File: src/rtl/conv_code_pkg.sv
// Shared constants, FSM state type and tap-parity helper for the rate-1/2, K=3
// convolutional encoder array.
package conv_code_pkg;

  localparam int K       = 3;
  localparam int STATE_W = K - 1;

  localparam logic [K-1:0] G0_DEF = 3'b111;
  localparam logic [K-1:0] G1_DEF = 3'b101;

  typedef enum logic [1:0] {
    IDLE = 2'd0,
    RUN  = 2'd1,
    DONE = 2'd2
  } fsm_state_e;

  // Generator output for window w = {d, s1, s0} against tap mask g.
  function automatic logic tap_parity(input logic [K-1:0] w, input logic [K-1:0] g);
    return ^(w & g);
  endfunction

endpackage

File: src/rtl/viterbi_enc_lane.sv
// One encoder lane: payload shift register, {s1,s0} state and two generator XOR
// trees. Optional end_state output under VITERBI_ENC_STATE_OUT_EN.
module viterbi_enc_lane
  import conv_code_pkg::*;
#(
  parameter int             K_BITS = 8,
  parameter int             CNT_W  = 3,
  parameter logic [K-1:0]   G0     = G0_DEF,
  parameter logic [K-1:0]   G1     = G1_DEF
) (
  input  logic                  clk,
  input  logic                  reset,
  input  logic                  load,
  input  logic                  step,
  input  logic [CNT_W-1:0]      bit_idx,
  input  logic [K_BITS-1:0]     data_in,
`ifdef VITERBI_ENC_STATE_OUT_EN
  input  logic                  last,
  output logic [STATE_W-1:0]    end_state,
`endif
  output logic [2*K_BITS-1:0]   code_out
);

  logic [K_BITS-1:0]   data_q,  data_d;
  logic [STATE_W-1:0]  st_q,    st_d;
  logic [2*K_BITS-1:0] code_q,  code_d;
  logic                d;
  logic [K-1:0]        w;
  logic                g0, g1;
`ifdef VITERBI_ENC_STATE_OUT_EN
  logic [STATE_W-1:0]  end_q,   end_d;
`endif

  always_comb begin
    data_d = data_q;
    st_d   = st_q;
    code_d = code_q;
`ifdef VITERBI_ENC_STATE_OUT_EN
    end_d  = end_q;
`endif
    // The payload is consumed LSB first, so the current bit is always bit 0.
    d  = data_q[0];
    w  = {d, st_q};
    g0 = tap_parity(w, G0);
    g1 = tap_parity(w, G1);

    if (load) begin
      data_d = data_in;
      st_d   = '0;
      code_d = '0;
    end else if (step) begin
      data_d = data_q >> 1;
      st_d   = {d, st_q[STATE_W-1]};
      for (int n = 0; n < K_BITS; n++) begin
        if (bit_idx == CNT_W'(n)) begin
          code_d[2*n+1] = g0;
          code_d[2*n]   = g1;
        end
      end
`ifdef VITERBI_ENC_STATE_OUT_EN
      if (last) end_d = {d, st_q[STATE_W-1]};
`endif
    end
  end

  always_ff @(posedge clk or posedge reset) begin
    if (reset) begin
      data_q <= '0;
      st_q   <= '0;
      code_q <= '0;
`ifdef VITERBI_ENC_STATE_OUT_EN
      end_q  <= '0;
`endif
    end else begin
      data_q <= data_d;
      st_q   <= st_d;
      code_q <= code_d;
`ifdef VITERBI_ENC_STATE_OUT_EN
      end_q  <= end_d;
`endif
    end
  end

  assign code_out = code_q;
`ifdef VITERBI_ENC_STATE_OUT_EN
  assign end_state = end_q;
`endif

endmodule

File: src/rtl/viterbi_encoder.sv
// 24-lane rate-1/2 K=3 convolutional encoder: shared FSM and bit counter drive
// all lanes in lockstep. Define VITERBI_ENC_STATE_OUT_EN to expose end_state.
module viterbi_encoder
  import conv_code_pkg::*;
#(
  parameter int           LANES  = 24,
  parameter int           K_BITS = 8,
  parameter logic [K-1:0] G0     = G0_DEF,
  parameter logic [K-1:0] G1     = G1_DEF
) (
  input  logic                        clk,
  input  logic                        reset,
  input  logic                        start,
  input  logic [LANES*K_BITS-1:0]     data_in,
`ifdef VITERBI_ENC_STATE_OUT_EN
  output logic [STATE_W*LANES-1:0]    end_state,
`endif
  output logic [2*LANES*K_BITS-1:0]   code_out,
  output logic                        done,
  output logic                        busy
);

  localparam int CNT_W = (K_BITS > 1) ? $clog2(K_BITS) : 1;

  fsm_state_e        state_q, state_d;
  logic [CNT_W-1:0]  cnt_q,   cnt_d;
  logic              load, step, last;

  always_ff @(posedge clk or posedge reset) begin
    if (reset) begin
      state_q <= IDLE;
      cnt_q   <= '0;
    end else begin
      state_q <= state_d;
      cnt_q   <= cnt_d;
    end
  end

  always_comb begin
    state_d = state_q;
    cnt_d   = cnt_q;
    load    = 1'b0;
    step    = 1'b0;
    last    = 1'b0;
    done    = 1'b0;
    busy    = 1'b0;
    case (state_q)
      IDLE: begin
        if (start) begin
          load    = 1'b1;
          cnt_d   = '0;
          state_d = RUN;
        end
      end
      RUN: begin
        busy = 1'b1;
        step = 1'b1;
        last = (cnt_q == CNT_W'(K_BITS - 1));
        if (last) state_d = DONE;
        else      cnt_d   = cnt_q + 1'b1;
      end
      DONE: begin
        busy    = 1'b1;
        done    = 1'b1;
        state_d = IDLE;
      end
      default: state_d = IDLE;
    endcase
  end

  for (genvar i = 0; i < LANES; i++) begin : g_lane
    viterbi_enc_lane #(
      .K_BITS (K_BITS),
      .CNT_W  (CNT_W),
      .G0     (G0),
      .G1     (G1)
    ) u_lane (
      .clk       (clk),
      .reset     (reset),
      .load      (load),
      .step      (step),
      .bit_idx   (cnt_q),
      .data_in   (data_in[K_BITS*i +: K_BITS]),
`ifdef VITERBI_ENC_STATE_OUT_EN
      .last      (last),
      .end_state (end_state[STATE_W*i +: STATE_W]),
`endif
      .code_out  (code_out[2*K_BITS*i +: 2*K_BITS])
    );
  end

endmodule

File: config.mk
export PLATFORM = sky130hd
export DESIGN_NAME = viterbi_encoder
export DESIGN_NICKNAME = d
export VERILOG_FILES = /design/src/rtl/conv_code_pkg.sv /design/src/rtl/viterbi_enc_lane.sv /design/src/rtl/viterbi_encoder.sv
export SDC_FILE = /design/constraint.sdc
export NUM_CORES = 1
export LEC_CHECK = 0
export CAP_MARGIN = 30
export CORE_MARGIN = 1
export CORE_UTILIZATION = 55
export CTS_BUF_LIST = sky130_fd_sc_hd__clkbuf_4 sky130_fd_sc_hd__clkbuf_8
export DETAILED_ROUTE_END_ITERATION = 16
export GPL_TIMING_DRIVEN = 0
export PLACE_DENSITY = 0.84
export SYNTH_ARGS = -nofsm -noshare
export SYNTH_HDL_FRONTEND = slang
export SYNTH_HIERARCHICAL = 1
export SYNTH_SLANG_ARGS = --single-unit
File: constraint.sdc
create_clock -name clk -period 15.06 [get_ports clk]
set_clock_uncertainty 0.05 [all_clocks]
set_input_delay 4.518 -clock clk [delete_from_list [all_inputs] [get_ports clk]]
set_output_delay 4.518 -clock clk [all_outputs]
set_load 0.005 [all_outputs]
==> flow_summary.toml <==
[run_status]
status = "complete, no violations"

[placed_design]
place.port_buffers = 580
place.gp.congestion = 0.913
dp_slack_ns = 8.10
hpwlAfterDp_um = 63000

[power_and_ir_drop]
p_leak_nw = 18.5
peakVddDrop_v = 0.000130
p_int_w = 0.00545
power-per-cell-area_nw_per_um2 = 216
pwr-share-clk = 0.196
seq_power_share = 0.323
p_sw_w = 0.00336
p_sw_frac = 0.382
pwr-share-comb = 0.481

[logic_synthesis]
async_reset_ff_frac = 1.00
ys_ff_latch = 629
yosys.cell_types.count = 48
synth_edf_count = 0
synth_warnings = 6
netlist_area_um2 = 30800
syn-num-nets = 2974
synth_area_per_cell_um2 = 11.1
syn_inst = 2773
synthFlopType = "dfrtp_1"
ys_seq_area_frac = 0.510

[critical_path]
cp-startpoint = "state_q[1]"
cp_slowest_stage_delay_ns = 0.59
path_buf_inv = 2
critical_path_class = "reg2out"
worstPathArrival_ns = 2.09
cp-start-kind = "flop"
crit_chain = "inv_1, ha_1, clkdlybuf4s50_1"
path_depth = 3
reg2regPathDepth = 10
critPathTopFamily = "buffers and inverters"
r2r_start = "state_q[1]"
critPathMaxFanout = 3
cpMaxStageDelayCell = "clkdlybuf4s50_1"
required_ns = 10.49
cp-end-kind = "output pin"

[detailed_routing]
avgViaCountPerCell = 5.65
wl_um = 88100
drt_pass1_iterations = 7
post_drt_wl_per_cell_um = 20.3
drt.antenna.violating_nets = 0
drc = 0
num_vias = 24481
drtIter0Drc = 1562

[clocking]
cts_setup_buffers = 0
clk_pin_slew_ns = 0.06
root_buffer = "clkbuf_8"
h-tree-depth = 3
cts_sinks = 629
postCtsResizedCells = 0
cts_max_path_buffers = 3
cts-buffers-inserted = 107
ctsHoldBuffers = 0
clkLatencyLatePin_ns = 0.71
cts_tree = "built"

[hold_path]
hold_path_startpoint = "g_lane[11].u_lane/code_out[6]"
holdCritPathClass = "reg2reg"
min_path_cells = 1

[floorplanning]
num_rows = 86
die_x_um = 239
die-area_um2 = 57000
ios = 581
die_h_um = 239
coreArea_um2 = 55200
initial_core_util = 0.559

[global_routing]
grt_start_max_net_pins = 70
gr-total-overflow = 0
grt_usage = 0.305
grt_pass1_wl_um = 137000
antenna_found_initial = 12
grt_pass1_vias = 24934

[flow_run]
maxCapViolations = 0

[timing]
rsz0062_at_grt = "false"
tns_ns = 0
post-route-min-period_ns = 6.66
hold_viol = 0
setup_slack_ns = 8.40
fmax_ghz = 0.150
fin_crit_sh = 0.442
maxSlewViolCount = 0
setup_violations = 0
max_slew_margin = 0.344
tightest_slew_ns = 0.983

[layout]
drive_gt1_frac = 0.147
syn_to_final_growth_pct = 32.3
fillers = 3698
nets = 3690
==> per-stage QoR <==
| stage | util | instance area [µm²] | instances | power [W] | hold WS (ns) |
|---|---|---|---|---|---|
| global placement | 0.681 | 37600 | 4101 | 0.00685 | 0.423 |
| detailed placement | 0.685 | 37800 | 4110 | 0.00704 | 0.431 |
| floorplan | - | 30800 | 2773 | 0.00537 | 0.429 |
| global route | 0.739 | 40800 | 4334 | 0.00933 | 0.460 |
| finish | 0.739 | 40800 | 4335 | 0.00881 | 0.438 |
| CTS | 0.730 | 40300 | 4308 | 0.00881 | 0.438 |
==> placed cells by master (no fill, tap or decap), types with 75 or more instances in the layout <==
master and count:
nand2_1 242, inv_1 75, mux2i_1 385, buf_2 95, o21ai_0 197, clkbuf_8 148
clkdlybuf4s50_1 579, nor2_1 145, nand3b_1 122, dfrtp_1 626, nand2b_1 147, o21ai_1 142
==> logic make-up after synthesis <==
family | Yosys count | share of synthesized area
XOR/XNOR | 24 | 0.0127
buffers and inverters | 269 | 0.0491
AND/OR/NAND/NOR | 972 | 0.195
AO/OA/AOI/OAI | 440 | 0.0796
adder cells (fa/ha/maj) | 6 | 0.00243
flip-flops | 629 | 0.510
multiplexers | 433 | 0.151
==> per-layer routing <==
layer,wire length (µm),track usage,share of wire,vias up
li1,-,-,-,11164
met1,34700,0.376,0.39,12247
met2,43000,0.501,0.49,855
met3,6620,0.0822,0.075,205
met4,3640,0.140,0.041,10
met5,73,0,0.00083,-
==> final timing paths <==
path / end / slack [ns]
worst min-delay path: g_lane[11].u_lane/code_out[6] / 0.44
min in group asynchronous: g_lane[16].u_lane/st_q[1] / 3.88
worst min register to register: g_lane[11].u_lane/code_out[6] / 0.44
max in group asynchronous: g_lane[11].u_lane/code_out[1] / 10.11
worst max-delay path: busy / 8.40
worst max register to register: g_lane[17].u_lane/data_q[3] / 12.29
==> cell type report <==
type | count | area (µm²) | share of cell area
Antenna cell | 9 | 22.5 | 0.000552
Buffer | 194 | 1230 | 0.0302
Clock buffer | 178 | 2260 | 0.0554
Clock inverter | 20 | 215 | 0.00527
Inverter | 75 | 282 | 0.00690
Multi-Input combinational cell | 1875 | 13600 | 0.333
Sequential cell | 629 | 15700 | 0.386
Tap cell | 748 | 936 | 0.0229
Timing Repair Buffer | 607 | 6510 | 0.160
==> state kept, by name (all words and copies together), names as in the netlist <==
name,flops
cnt_q,3
g_lane.u_lane/data_q,192
g_lane.u_lane/st_q,48
g_lane.u_lane/code_out,384
state_q,2
==> power by group through the flow <==
stage | clock [W] | sequential [W] | combinational, W
final | 0.00172 | 0.00285 | 0.00424
after global routing | 0.00184 | 0.00292 | 0.00457
after CTS | 0.00176 | 0.00284 | 0.00421
after detailed placement | 0 | 0.00286 | 0.00418
after global placement | 0 | 0.00289 | 0.00397
after floorplan | 0 | 0.00280 | 0.00257
==> cell usage after synthesis, types with 6 or more instances <==
library cell	n	area share
a31oi_1	23	0.0047
inv_1	75	0.0091
nor2b_1	23	0.0047
mux2i_1	385	0.12
nor3b_1	46	0.011
xnor2_2	24	0.013
buf_4	50	0.012
and4bb_1	23	0.0093
mux2_1	23	0.0084
o21ai_0	197	0.032
clkbuf_1	24	0.0029
nand2_1	242	0.029
nor2_1	145	0.018
nand4b_1	49	0.014
or2_1	24	0.0049
buf_2	94	0.015
o21ai_1	142	0.023
nor3_2	23	0.0075
nand2b_1	147	0.030
nand3b_1	122	0.030
mux2i_4	23	0.017
and3b_1	23	0.0065
nor4b_2	23	0.011
buf_6	25	0.0091
nand4_1	24	0.0049
a21o_1	46	0.011
nand3_1	24	0.0039
nor2b_2	23	0.0065
a41oi_1	24	0.0068
dfrtp_1	629	0.51
ha_1	6	0.0024
==> worst reg2reg max path, delay by kind of cell, from the launching register on <==
family | cells | cell delay (ns)
adder cells (fa/ha/maj) | 1 | 0.24
flip-flops | 1 | 0.41
AND/OR/NAND/NOR | 2 | 0.59
AO/OA/AOI/OAI | 1 | 0.11
buffers and inverters | 6 | 1.29
Power figures use the tool's default switching activity.
